**config.mk**
```make
export PLATFORM = sky130hd
export DESIGN_NAME = sample_frame_loader_flat
export DESIGN_NICKNAME = d
export VERILOG_FILES = /design/src/rtl/sample_frame_loader_if.sv /design/src/rtl/sample_frame_loader.sv /design/src/flat_wrapper.sv
export SDC_FILE = /design/constraint.sdc
export NUM_CORES = 1
export LEC_CHECK = 0
export CAP_MARGIN = 20
export CORE_MARGIN = 2
export CORE_UTILIZATION = 44
export DETAILED_ROUTE_END_ITERATION = 7
export GPL_TIMING_DRIVEN = 0
export PLACE_DENSITY_LB_ADDON = 0.2
export SLEW_MARGIN = 20
export SYNTH_ARGS = -nofsm -noshare
export SYNTH_HDL_FRONTEND = slang
export SYNTH_SLANG_ARGS = --single-unit
export TNS_END_PERCENT = 100
```
**constraint.sdc**
```tcl
create_clock -name clk -period 4.53 [get_ports clk]
set_input_delay 0.6795 -clock clk [delete_from_list [all_inputs] [get_ports clk]]
set_output_delay 0.6795 -clock clk [all_outputs]
set_load 0.1 [all_outputs]
```
**src/rtl/sample_frame_loader_if.sv**
```systemverilog
// AXI-Stream sample channel between the upstream source and the frame loader.
interface sample_frame_loader_if #(
    parameter int unsigned DATA_W = 32
);
    logic              tvalid;
    logic              tready;
    logic [DATA_W-1:0] tdata;
    logic              tlast;

    modport master (output tvalid, output tdata, output tlast, input tready);
    modport slave  (input tvalid, input tdata, input tlast, output tready);
endinterface

```
**src/rtl/sample_frame_loader.sv**
```systemverilog
// Frame loader: writes one AXI-Stream frame into the sample BRAM, starts the
// peak finder, waits for its done pulse and re-arms. Flags short/long frames.
// Build option LOADER_ZERO_FILL_EN: zero-pad short frames and still start the
// peak finder (otherwise a short frame is aborted).
module sample_frame_loader #(
    parameter int unsigned FRAME_LEN = 8192,
    parameter int unsigned ADDR_W    = 13,
    parameter int unsigned DATA_W    = 32
) (
    input  logic                  clk,
    input  logic                  rst,
    sample_frame_loader_if.slave  s_axis,
    output logic                  bram_clk,
    output logic                  bram_we,
    output logic [ADDR_W-1:0]     bram_addr,
    output logic [DATA_W-1:0]     bram_din,
    output logic                  pf_start,
    input  logic                  pf_done,
    output logic                  busy,
    output logic [15:0]           frame_count,
    output logic                  err_short,
    output logic                  err_long,
    input  logic                  clear_err
);

    // One extra pointer bit so FRAME_LEN == 2**ADDR_W does not wrap early.
    localparam int unsigned       PTR_W    = ADDR_W + 1;
    localparam logic [PTR_W-1:0]  LAST_PTR = PTR_W'(FRAME_LEN - 1);

    localparam logic [2:0] S_RECV  = 3'd0;
    localparam logic [2:0] S_DRAIN = 3'd1;
`ifdef LOADER_ZERO_FILL_EN
    localparam logic [2:0] S_FILL  = 3'd2;
`endif
    localparam logic [2:0] S_START = 3'd3;
    localparam logic [2:0] S_WAIT  = 3'd4;

    logic [2:0]        state_q, state_d;
    logic [PTR_W-1:0]  wr_ptr_q, wr_ptr_d;
    logic              bram_we_q, bram_we_d;
    logic [ADDR_W-1:0] bram_addr_q, bram_addr_d;
    logic [DATA_W-1:0] bram_din_q, bram_din_d;
    logic              pf_start_q, pf_start_d;
    logic              busy_q, busy_d;
    logic [15:0]       frame_count_q, frame_count_d;
    logic              err_short_q, err_short_d;
    logic              err_long_q, err_long_d;
    logic              set_short, set_long;
    logic              accept;

    // Ready is a pure decode of the receiving states, forced low during reset.
    assign s_axis.tready = !rst && (state_q == S_RECV || state_q == S_DRAIN);
    assign accept        = s_axis.tvalid && s_axis.tready;

    // Next-state, BRAM write and status computation.
    always_comb begin
        state_d       = state_q;
        wr_ptr_d      = wr_ptr_q;
        bram_we_d     = 1'b0;
        bram_addr_d   = bram_addr_q;
        bram_din_d    = bram_din_q;
        frame_count_d = frame_count_q;
        set_short     = 1'b0;
        set_long      = 1'b0;

        case (state_q)
            S_RECV: begin
                if (accept) begin
                    bram_we_d   = 1'b1;
                    bram_addr_d = wr_ptr_q[ADDR_W-1:0];
                    bram_din_d  = s_axis.tdata;
                    wr_ptr_d    = wr_ptr_q + PTR_W'(1);
                    if (wr_ptr_q == LAST_PTR) begin
                        if (s_axis.tlast) begin
                            state_d = S_START;
                        end else begin
                            set_long = 1'b1;
                            state_d  = S_DRAIN;
                        end
                    end else if (s_axis.tlast) begin
                        set_short = 1'b1;
`ifdef LOADER_ZERO_FILL_EN
                        state_d   = S_FILL;
`else
                        wr_ptr_d  = '0;
`endif
                    end
                end
            end
            S_DRAIN: begin
                if (accept && s_axis.tlast) begin
                    state_d = S_START;
                end
            end
`ifdef LOADER_ZERO_FILL_EN
            S_FILL: begin
                bram_we_d   = 1'b1;
                bram_addr_d = wr_ptr_q[ADDR_W-1:0];
                bram_din_d  = '0;
                wr_ptr_d    = wr_ptr_q + PTR_W'(1);
                if (wr_ptr_q == LAST_PTR) begin
                    state_d = S_START;
                end
            end
`endif
            S_START: begin
                state_d = S_WAIT;
            end
            S_WAIT: begin
                if (pf_done) begin
                    frame_count_d = frame_count_q + 16'd1;
                    wr_ptr_d      = '0;
                    state_d       = S_RECV;
                end
            end
            default: begin
                state_d  = S_RECV;
                wr_ptr_d = '0;
            end
        endcase

        pf_start_d  = (state_d == S_START);
        busy_d      = (state_d != S_RECV);
        err_short_d = (err_short_q && !clear_err) || set_short;
        err_long_d  = (err_long_q && !clear_err) || set_long;
    end

    // State and output registers with synchronous reset.
    always_ff @(posedge clk) begin
        if (rst) begin
            state_q       <= S_RECV;
            wr_ptr_q      <= '0;
            bram_we_q     <= 1'b0;
            bram_addr_q   <= '0;
            bram_din_q    <= '0;
            pf_start_q    <= 1'b0;
            busy_q        <= 1'b0;
            frame_count_q <= '0;
            err_short_q   <= 1'b0;
            err_long_q    <= 1'b0;
        end else begin
            state_q       <= state_d;
            wr_ptr_q      <= wr_ptr_d;
            bram_we_q     <= bram_we_d;
            bram_addr_q   <= bram_addr_d;
            bram_din_q    <= bram_din_d;
            pf_start_q    <= pf_start_d;
            busy_q        <= busy_d;
            frame_count_q <= frame_count_d;
            err_short_q   <= err_short_d;
            err_long_q    <= err_long_d;
        end
    end

    assign bram_clk    = clk;
    assign bram_we     = bram_we_q;
    assign bram_addr   = bram_addr_q;
    assign bram_din    = bram_din_q;
    assign pf_start    = pf_start_q;
    assign busy        = busy_q;
    assign frame_count = frame_count_q;
    assign err_short   = err_short_q;
    assign err_long    = err_long_q;

endmodule

```
**src/flat_wrapper.sv**
```systemverilog
// flat-port wrapper written by rule: the top's interface ports become plain ports
module sample_frame_loader_flat 
#(
    parameter int unsigned FRAME_LEN = 8192,
    parameter int unsigned ADDR_W    = 13,
    parameter int unsigned DATA_W    = 32
)
  (clk, rst, bram_clk, bram_we, bram_addr, bram_din, pf_start, pf_done, busy, frame_count, err_short, err_long, clear_err, s_axis_tvalid, s_axis_tdata, s_axis_tlast, s_axis_tready);
  sample_frame_loader_if #(.DATA_W(DATA_W)) s_axis_i ();
  input  logic clk;
  input  logic rst;
  output logic bram_clk;
  output logic bram_we;
  output logic [ADDR_W-1:0] bram_addr;
  output logic [DATA_W-1:0] bram_din;
  output logic pf_start;
  input  logic pf_done;
  output logic busy;
  output logic [15:0] frame_count;
  output logic err_short;
  output logic err_long;
  input  logic clear_err;
  input wire logic [$bits(s_axis_i.tvalid)-1:0] s_axis_tvalid;
  input wire logic [$bits(s_axis_i.tdata)-1:0] s_axis_tdata;
  input wire logic [$bits(s_axis_i.tlast)-1:0] s_axis_tlast;
  output wire logic [$bits(s_axis_i.tready)-1:0] s_axis_tready;
  assign s_axis_i.tvalid = s_axis_tvalid;
  assign s_axis_i.tdata = s_axis_tdata;
  assign s_axis_i.tlast = s_axis_tlast;
  assign s_axis_tready = s_axis_i.tready;
  sample_frame_loader #(.FRAME_LEN(FRAME_LEN), .ADDR_W(ADDR_W), .DATA_W(DATA_W)) u_core (.clk(clk), .rst(rst), .s_axis(s_axis_i), .bram_clk(bram_clk), .bram_we(bram_we), .bram_addr(bram_addr), .bram_din(bram_din), .pf_start(pf_start), .pf_done(pf_done), .busy(busy), .frame_count(frame_count), .err_short(err_short), .err_long(err_long), .clear_err(clear_err));
endmodule
```
; Word-level counts from Yosys, hierarchy flattened
; Cells that the tools add are included.
[totals]
regBits = 83
in_bits = 38
output_inout_bits = 68
wordCells = 58
[classes]
addsub = 2
eq_ne = 7
mux = 20
bitwise_logic = 2
reduce_logical = 17
[ops]
columns = op, n
row1 = 14-bit two-way mux, 4
row2 = 14-bit case mux with 3 select lines, 1
row3 = 16-bit by 1-bit adder with 16-bit output (second input constant), 1
row4 = 14-bit by 1-bit adder with 14-bit output (second input constant), 1
row5 = 14-bit by 13-bit == test with 1-bit output (second input constant), 1
row6 = 3-bit two-way mux, 4
row7 = 3-bit case mux with 4 select lines, 1
row8 = 1-bit two-way mux, 9
row9 = 3-bit by 2-bit == test with 1-bit output (second input constant), 2
row10 = 1-bit logical AND, 5
row11 = 2-bit AND reduction, 2
row12 = 2-bit OR reduction, 2
row13 = 3-bit by 1-bit == test with 1-bit output (second input constant), 1
row14 = 3-bit == test (second input constant), 1
row15 = 3-bit zero test, 1
row16 = 1-bit logical OR, 3
row17 = 3-bit AND reduction, 1
row18 = 3-bit nonzero test, 1
row19 = 1-bit zero test, 2
row20 = 2-bit two-way mux, 1
row21 = 2-bit by 1-bit != test with 1-bit output (second input constant), 1
row22 = 2-bit != test (second input constant), 1
row23 = 1-bit NOT, 2

; Logic depth before layout (Yosys ltp)
; Gate-level depths: netlist of run 1.
[logic_depth]
ltp_word = 8
depth_mapped = 8
depth_no_buf = 5

==> flow_metrics.py, run 1 <==
metrics = {
    "status": {
        "outcome": "finished clean",
    },
    "route": {
        "wirelength_mm": 8.60,
        "drt_iter0_markers": 207,
        "ant_nets": 0,
        "vias": 3350,
        "drc": 0,
        "post_drt_wl_per_cell_um": 13.5,
        "via_per_inst": 5.24,
        "dr.pass1.iters": 4,
    },
    "die": {
        "fp.coreArea_sq_um": 7610,
        "die_x_um": 91.8,
        "start_util_pct": 44.6,
        "die_area_sq_um": 8430,
        "rows": 32,
        "die_h_um": 91.8,
        "ioPinCount": 106,
    },
    "power_and_ir_drop": {
        "p_int_mw": 1.21,
        "power_switching_share_pct": 30.3,
        "p_switching_uw": 524,
        "combPwrFrac_pct": 13.2,
        "clkPwrFrac_pct": 43.4,
        "peakVddDrop_v": 0.000449,
        "cellLeakagePower_nw": 1.64,
        "power_frac_seq_pct": 43.4,
        "power.density_nw_per_um2": 359,
    },
    "grt": {
        "grt_use_total_pct": 20.7,
        "antenna_found_initial": 0,
        "overflow": 0,
        "grt_pass1_vias": 3092,
        "grt_max_degree": 15,
        "grt_pass1_wl_mm": 14.0,
    },
    "sta": {
        "final-setup-viol-count": 0,
        "rsz0062_at_grt": "no",
        "worstMarginPinSlew_ns": 1.01,
        "fin_tns_setup_ns": 0,
        "setup_ws_ns": 0.283,
        "fin_worst_skew_ns": 0.0120,
        "slew_headroom_pct": 32.7,
        "final-hold-violation-count": 0,
        "maxSlewViolCount": 0,
    },
    "yosys": {
        "synth_area_sq_um": 3390,
        "ys_seq_area_share_pct": 48.9,
        "syn-num-nets": 454,
        "yosys_warnings": 0,
        "synth-seq-cells": 83,
        "synth_cell_types": 47,
        "yosysTopAreaCellShare_pct": 48.9,
        "avgSynthCellArea_sq_um": 8.20,
        "synth_cells": 414,
        "yosys-top-cells-area": "dfxtp_1 (49%), nand2_1 (12%), a21oi_1 (9.3%)",
        "synth_top_area_cell": "dfxtp_1",
    },
    "worst_setup_path": {
        "path_max_fanout": 2,
        "start_kind": "clock port",
        "cp_data_required_time_ns": 3.85,
        "cp-end-kind": "output port",
        "critPathKind": "clk -> out",
        "reg2reg_slack_ns": 2.35,
        "arrival_ns": 3.57,
    },
    "cells_and_area": {
        "layout_common_cells": "nand2_1 (108), clkdlybuf4s50_1 (104), dfxtp_1 (83), a21oi_1 (63), clkbuf_1 (18)",
        "syn_to_final_growth_pct": 42.0,
        "final_common_cell": "nand2_1",
        "drive_above_1_share_pct": 5.59,
        "fin_util_pct": 63.4,
        "antenna_cells": 0,
        "fin_nets": 572,
    },
    "run": {
        "max_cap_viol_count": 0,
    },
    "placed_design": {
        "dp_hpwl_mm": 6.06,
        "io_buffers": 104,
        "pre_cts_ws_ns": 0.532,
        "gp_congestion": 0.858,
    },
    "worst_hold_path": {
        "min-delay-path-class": "reg -> reg",
    },
    "clock_network": {
        "postCtsSetupBuffers": 0,
        "clk_latency_ns": 0.47,
        "cts_hold_buf": 0,
        "cts-resized-gates": 0,
        "cts_tree": "yes",
        "clk_pin_slew_ns": 0.07,
    },
}
area by class of cell:
type / instances / area, sq um
inverters: 5 / 18.8
clock inverters: 5 / 85.1
repair buffers: 103 / 1030
flip-flops and latches: 83 / 1660
clock buffers: 15 / 183
plain buffers: 28 / 123
well taps: 102 / 128
fillers: 679 / 2790
multi-input cells: 298 / 1590
flip-flops by register name (all words and copies together) (netlist names):
signal / flops
u_core.busy: 1
u_core.frame_count: 16
u_core.err_long: 1
u_core.bram_we: 1
u_core.bram_din: 32
u_core.wr_ptr_q: 14
u_core.state_q: 3
u_core.pf_start: 1
u_core.err_short: 1
u_core.bram_addr: 13
routing by layer:
layer	share of wire [%]	global-route usage [%]	wire length (um)	vias up
li1	-	-	-	1694
met5	0	0	0	-
met2	46	33.7	3990	106
met1	44	24.4	3820	1537
met4	1.5	11.6	133	0
met3	7.6	6.33	652	13
cells in the mapped netlist (all sizes together):
master,instances
nand2,108
mux2i,1
nand4,17
o2111a,2
nor3,5
and3,4
xor2,6
or2,1
o22ai,1
nand4b,3
a31oi,8
buf,12
nor2b,1
clkbuf,16
a211o,1
a211oi,1
o41ai,1
nand3,12
nor4,1
or4bb,1
o2111ai,2
or4,6
nor4b,1
o311a,1
inv,4
ha,2
o21ai,8
or3,5
o32ai,1
or4b,4
o31ai,4
nand2b,3
and4bb,1
xnor2,1
nand3b,1
and2,1
a32oi,1
nor2,16
and4,3
clkinv,1
a21oi,63
dfxtp,83
power groups by stage:
stage               Sequential (mW)  Clock [mW]  Combinational (mW)
floorplan                     0.869      0.0833              0.0505
finish                        0.751       0.751               0.229
global placement              0.767      0.0989               0.228
detailed placement            0.768      0.0989               0.229
CTS                           0.751       0.771               0.230
global route                  0.753       0.799               0.241
logic make-up (layout without fill, tap and decap cells):
kind of cell / count (synthesis) / in the layout / share of synthesized area (%)
flip-flops: 83 / 83 / 48.9
AO/OA/AOI/OAI: 94 / 94 / 16.0
AND/OR/NAND/NOR: 194 / 194 / 28.1
adder cells (fa/ha/maj): 2 / 2 / 0.737
buffers and inverters: 33 / 156 / 4.16
multiplexers: 1 / 1 / 0.295
XOR/XNOR: 7 / 7 / 1.81
metrics by stage:
step / hold slack [ns] / instances / power [mW] / instance area [sq um]
after floorplan: 0.468 / 414 / 1.00 / 3390
after global placement: 0.440 / 620 / 1.09 / 4560
after detailed placement: 0.445 / 620 / 1.10 / 4560
after CTS: 0.457 / 639 / 1.75 / 4820
after global routing: 0.475 / 639 / 1.79 / 4820
final: 0.454 / 639 / 1.73 / 4820
final timing paths:
check,to,depth (start not counted),from
max reg2reg,u_core.wr_ptr_q[7],6,u_core.wr_ptr_q[0]
min,u_core.bram_addr[10],2,u_core.bram_addr[10]
min reg2reg,u_core.bram_addr[10],2,u_core.bram_addr[10]
max,bram_clk,4,clk
critical path, cell delays in order:
cell and delay [ns]:
clkbuf_8 0.11, clkbuf_8 0.12, buf_4 0.11, clkdlybuf4s50_1 0.96
No activity file was read; power rests on OpenSTA's default activity.
==> inputs of run 2 (changes only) <==
--- a/config.mk
+++ b/config.mk
@@ -6,8 +6,10 @@
 export NUM_CORES = 1
 export LEC_CHECK = 0
 export CAP_MARGIN = 20
+export CELL_PAD_IN_SITES_DETAIL_PLACEMENT = 0
+export CELL_PAD_IN_SITES_GLOBAL_PLACEMENT = 1
 export CORE_MARGIN = 2
-export CORE_UTILIZATION = 44
+export CORE_UTILIZATION = 36
 export DETAILED_ROUTE_END_ITERATION = 7
 export GPL_TIMING_DRIVEN = 0
 export PLACE_DENSITY_LB_ADDON = 0.2
==> run 2 against run 1 <==
  * Cell count up 1.3%
  * Largest cell class unchanged
  * Hold slack worse by 0.0011 ns
  * First-iteration DRC count down 48%
  * Register-to-register slack worse by 0.09 ns
  * Worst setup slack about the same
  * Sequential power about the same
  * Combinational power about the same
  * Sequential cell count unchanged
  * Die area up 21%
  * Critical path depth unchanged
==> flow_metrics.py, run 2 (synthesis gave the netlist of run 1 again) <==
metrics = {
    "status": {
        "outcome": "finished clean",
    },
    "grt": {
        "use_met2_pct": 30.2,
        "overflow": 0,
        "grt_pass1_vias": 3236,
        "grt_pass1_wl_mm": 14.9,
        "antenna_found_initial": 0,
        "grt_max_degree": 14,
        "grt_use_total_pct": 18.1,
        "grt_util_met1_pct": 23.0,
        "busiest_layer": "met2",
        "grt_use_met3_pct": 3.54,
    },
    "cells_and_area": {
        "final_common_cell": "nand2_1",
        "multi_input_area_sq_um": 1590,
        "fillers": 906,
        "fin_nets": 572,
        "largest_register_ffs": 32,
        "regArea_sq_um": 1660,
        "syn_to_final_growth_pct": 41.6,
        "antenna_cells": 0,
        "drive_above_1_share_pct": 5.78,
        "layout_common_cells": "nand2_1 (108), clkdlybuf4s50_1 (104), dfxtp_1 (83), a21oi_1 (63)",
        "fin_util_pct": 52.3,
    },
    "worst_hold_path": {
        "hold_path_depth": 2,
        "holdCritStartpoint": "u_core.bram_din[17]",
        "min-delay-path-class": "reg -> reg",
        "hold_end": "u_core.bram_din[17]",
    },
    "worst_setup_path": {
        "critPathKind": "clk -> out",
        "critPathSlowestCell": "clkdlybuf4s50_1",
        "cp-end-kind": "output port",
        "reg2regPathDepth": 6,
        "start_kind": "clock port",
        "crit_path_frequent_cell": "clkbuf_8",
        "arrival_ns": 3.57,
        "reg2reg_slack_ns": 2.26,
        "rr_startpoint": "u_core.wr_ptr_q[1]",
        "rr_endpoint": "u_core.wr_ptr_q[7]",
        "slowest_delay_ns": 0.96,
        "path_max_fanout": 2,
        "cp_data_required_time_ns": 3.85,
        "path_cells": "clkbuf_8 > clkbuf_8 > buf_4 > clkdlybuf4s50_1",
    },
    "placed_design": {
        "gp_congestion": 0.860,
        "dp_hpwl_mm": 6.40,
        "io_buffers": 104,
        "pre_cts_ws_ns": 0.532,
    },
    "die": {
        "die_h_um": 101,
        "die_x_um": 101,
        "rows": 35,
        "fp.coreArea_sq_um": 9200,
        "start_util_pct": 36.9,
        "ioPinCount": 106,
        "die_area_sq_um": 10200,
    },
    "clock_network": {
        "clk_latency_ns": 0.46,
        "postCtsSetupBuffers": 0,
        "cts_hold_buf": 0,
        "cts-resized-gates": 0,
        "clk_pin_slew_ns": 0.08,
        "cts_tree": "yes",
    },
    "power_and_ir_drop": {
        "clkPwrFrac_pct": 41.7,
        "peakVddDrop_v": 0.000462,
        "power.density_nw_per_um2": 349,
        "power_frac_seq_pct": 44.7,
        "p_int_mw": 1.16,
        "cellLeakagePower_nw": 1.64,
        "power_switching_share_pct": 31.1,
        "combPwrFrac_pct": 13.6,
        "p_switching_uw": 523,
    },
    "sta": {
        "maxSlewViolCount": 0,
        "whs_ns": 0.453,
        "setup_ws_ns": 0.284,
        "final-hold-violation-count": 0,
        "fin_tns_setup_ns": 0,
        "fin_worst_skew_ns": 0.00726,
        "rsz0062_at_grt": "no",
        "slew_headroom_pct": 32.3,
        "worstMarginPinSlew_ns": 1.01,
        "final-setup-viol-count": 0,
    },
    "route": {
        "via_per_inst": 5.15,
        "drc": 0,
        "post_drt_wl_per_cell_um": 14.1,
        "wirelength_mm": 9.11,
        "ant_nets": 0,
        "vias": 3335,
        "dr.pass1.iters": 4,
        "drt_iter0_markers": 107,
    },
    "run": {
        "max_cap_viol_count": 0,
    },
}
[run 2: cell count changes in the layout (fill, tap and decap cells not counted), sizes merged]
cell / before / now
clkinvlp: 1 / 0
clkbuf: 30 / 29
bufinv: 2 / 1
clkinv: 2 / 5
inv: 5 / 4
[run 2: layout make-up]
type                    instances  area share [%]
well taps                     111            2.89
multi-input cells             298            33.1
repair buffers                103            21.4
flip-flops and latches         83            34.6
clock buffers                  14            3.93
inverters                       5           0.390
plain buffers                  28            2.55
clock inverters                 5            1.12
[run 2: per-layer routing]
metal / part of all wire (%) / wire [um]
met1: 45 / 4110
met2: 48 / 4390
met3: 5.3 / 480
met4: 1.4 / 123
met5: 0 / 0
[run 2: how the worst max path moves through the flow]
stage | to | from | slack, ns
5_1_grt | bram_clk | clk | 0.27
3_5_place_dp | bram_clk | clk | 0.53
2_1_floorplan | bram_clk | clk | 1.37
6_report | bram_clk | clk | 0.28
4_1_cts | bram_clk | clk | 0.27
3_3_place_gp | bram_clk | clk | 0.53
[run 2: critical path, delay by kind of cell]
kind	cells	cell delay, ns
buffers and inverters	4	1.31
[run 2: per-stage QoR]
stage | total power, mW | std cells | instance area (sq um)
2_1_floorplan | 1.00 | 414 | 3390
3_3_place_gp | 1.10 | 629 | 4570
3_5_place_dp | 1.10 | 629 | 4570
4_1_cts | 1.70 | 647 | 4810
5_1_grt | 1.75 | 647 | 4810
6_report | 1.68 | 647 | 4810
[run 2: power groups by stage]
| stage | clock, mW | sequential (mW) | combinational [mW] |
|---|---|---|---|
| global placement | 0.0989 | 0.767 | 0.230 |
| finish | 0.700 | 0.751 | 0.229 |
| detailed placement | 0.0989 | 0.768 | 0.231 |
| CTS | 0.718 | 0.751 | 0.231 |
| global route | 0.750 | 0.753 | 0.243 |
| floorplan | 0.0833 | 0.869 | 0.0505 |
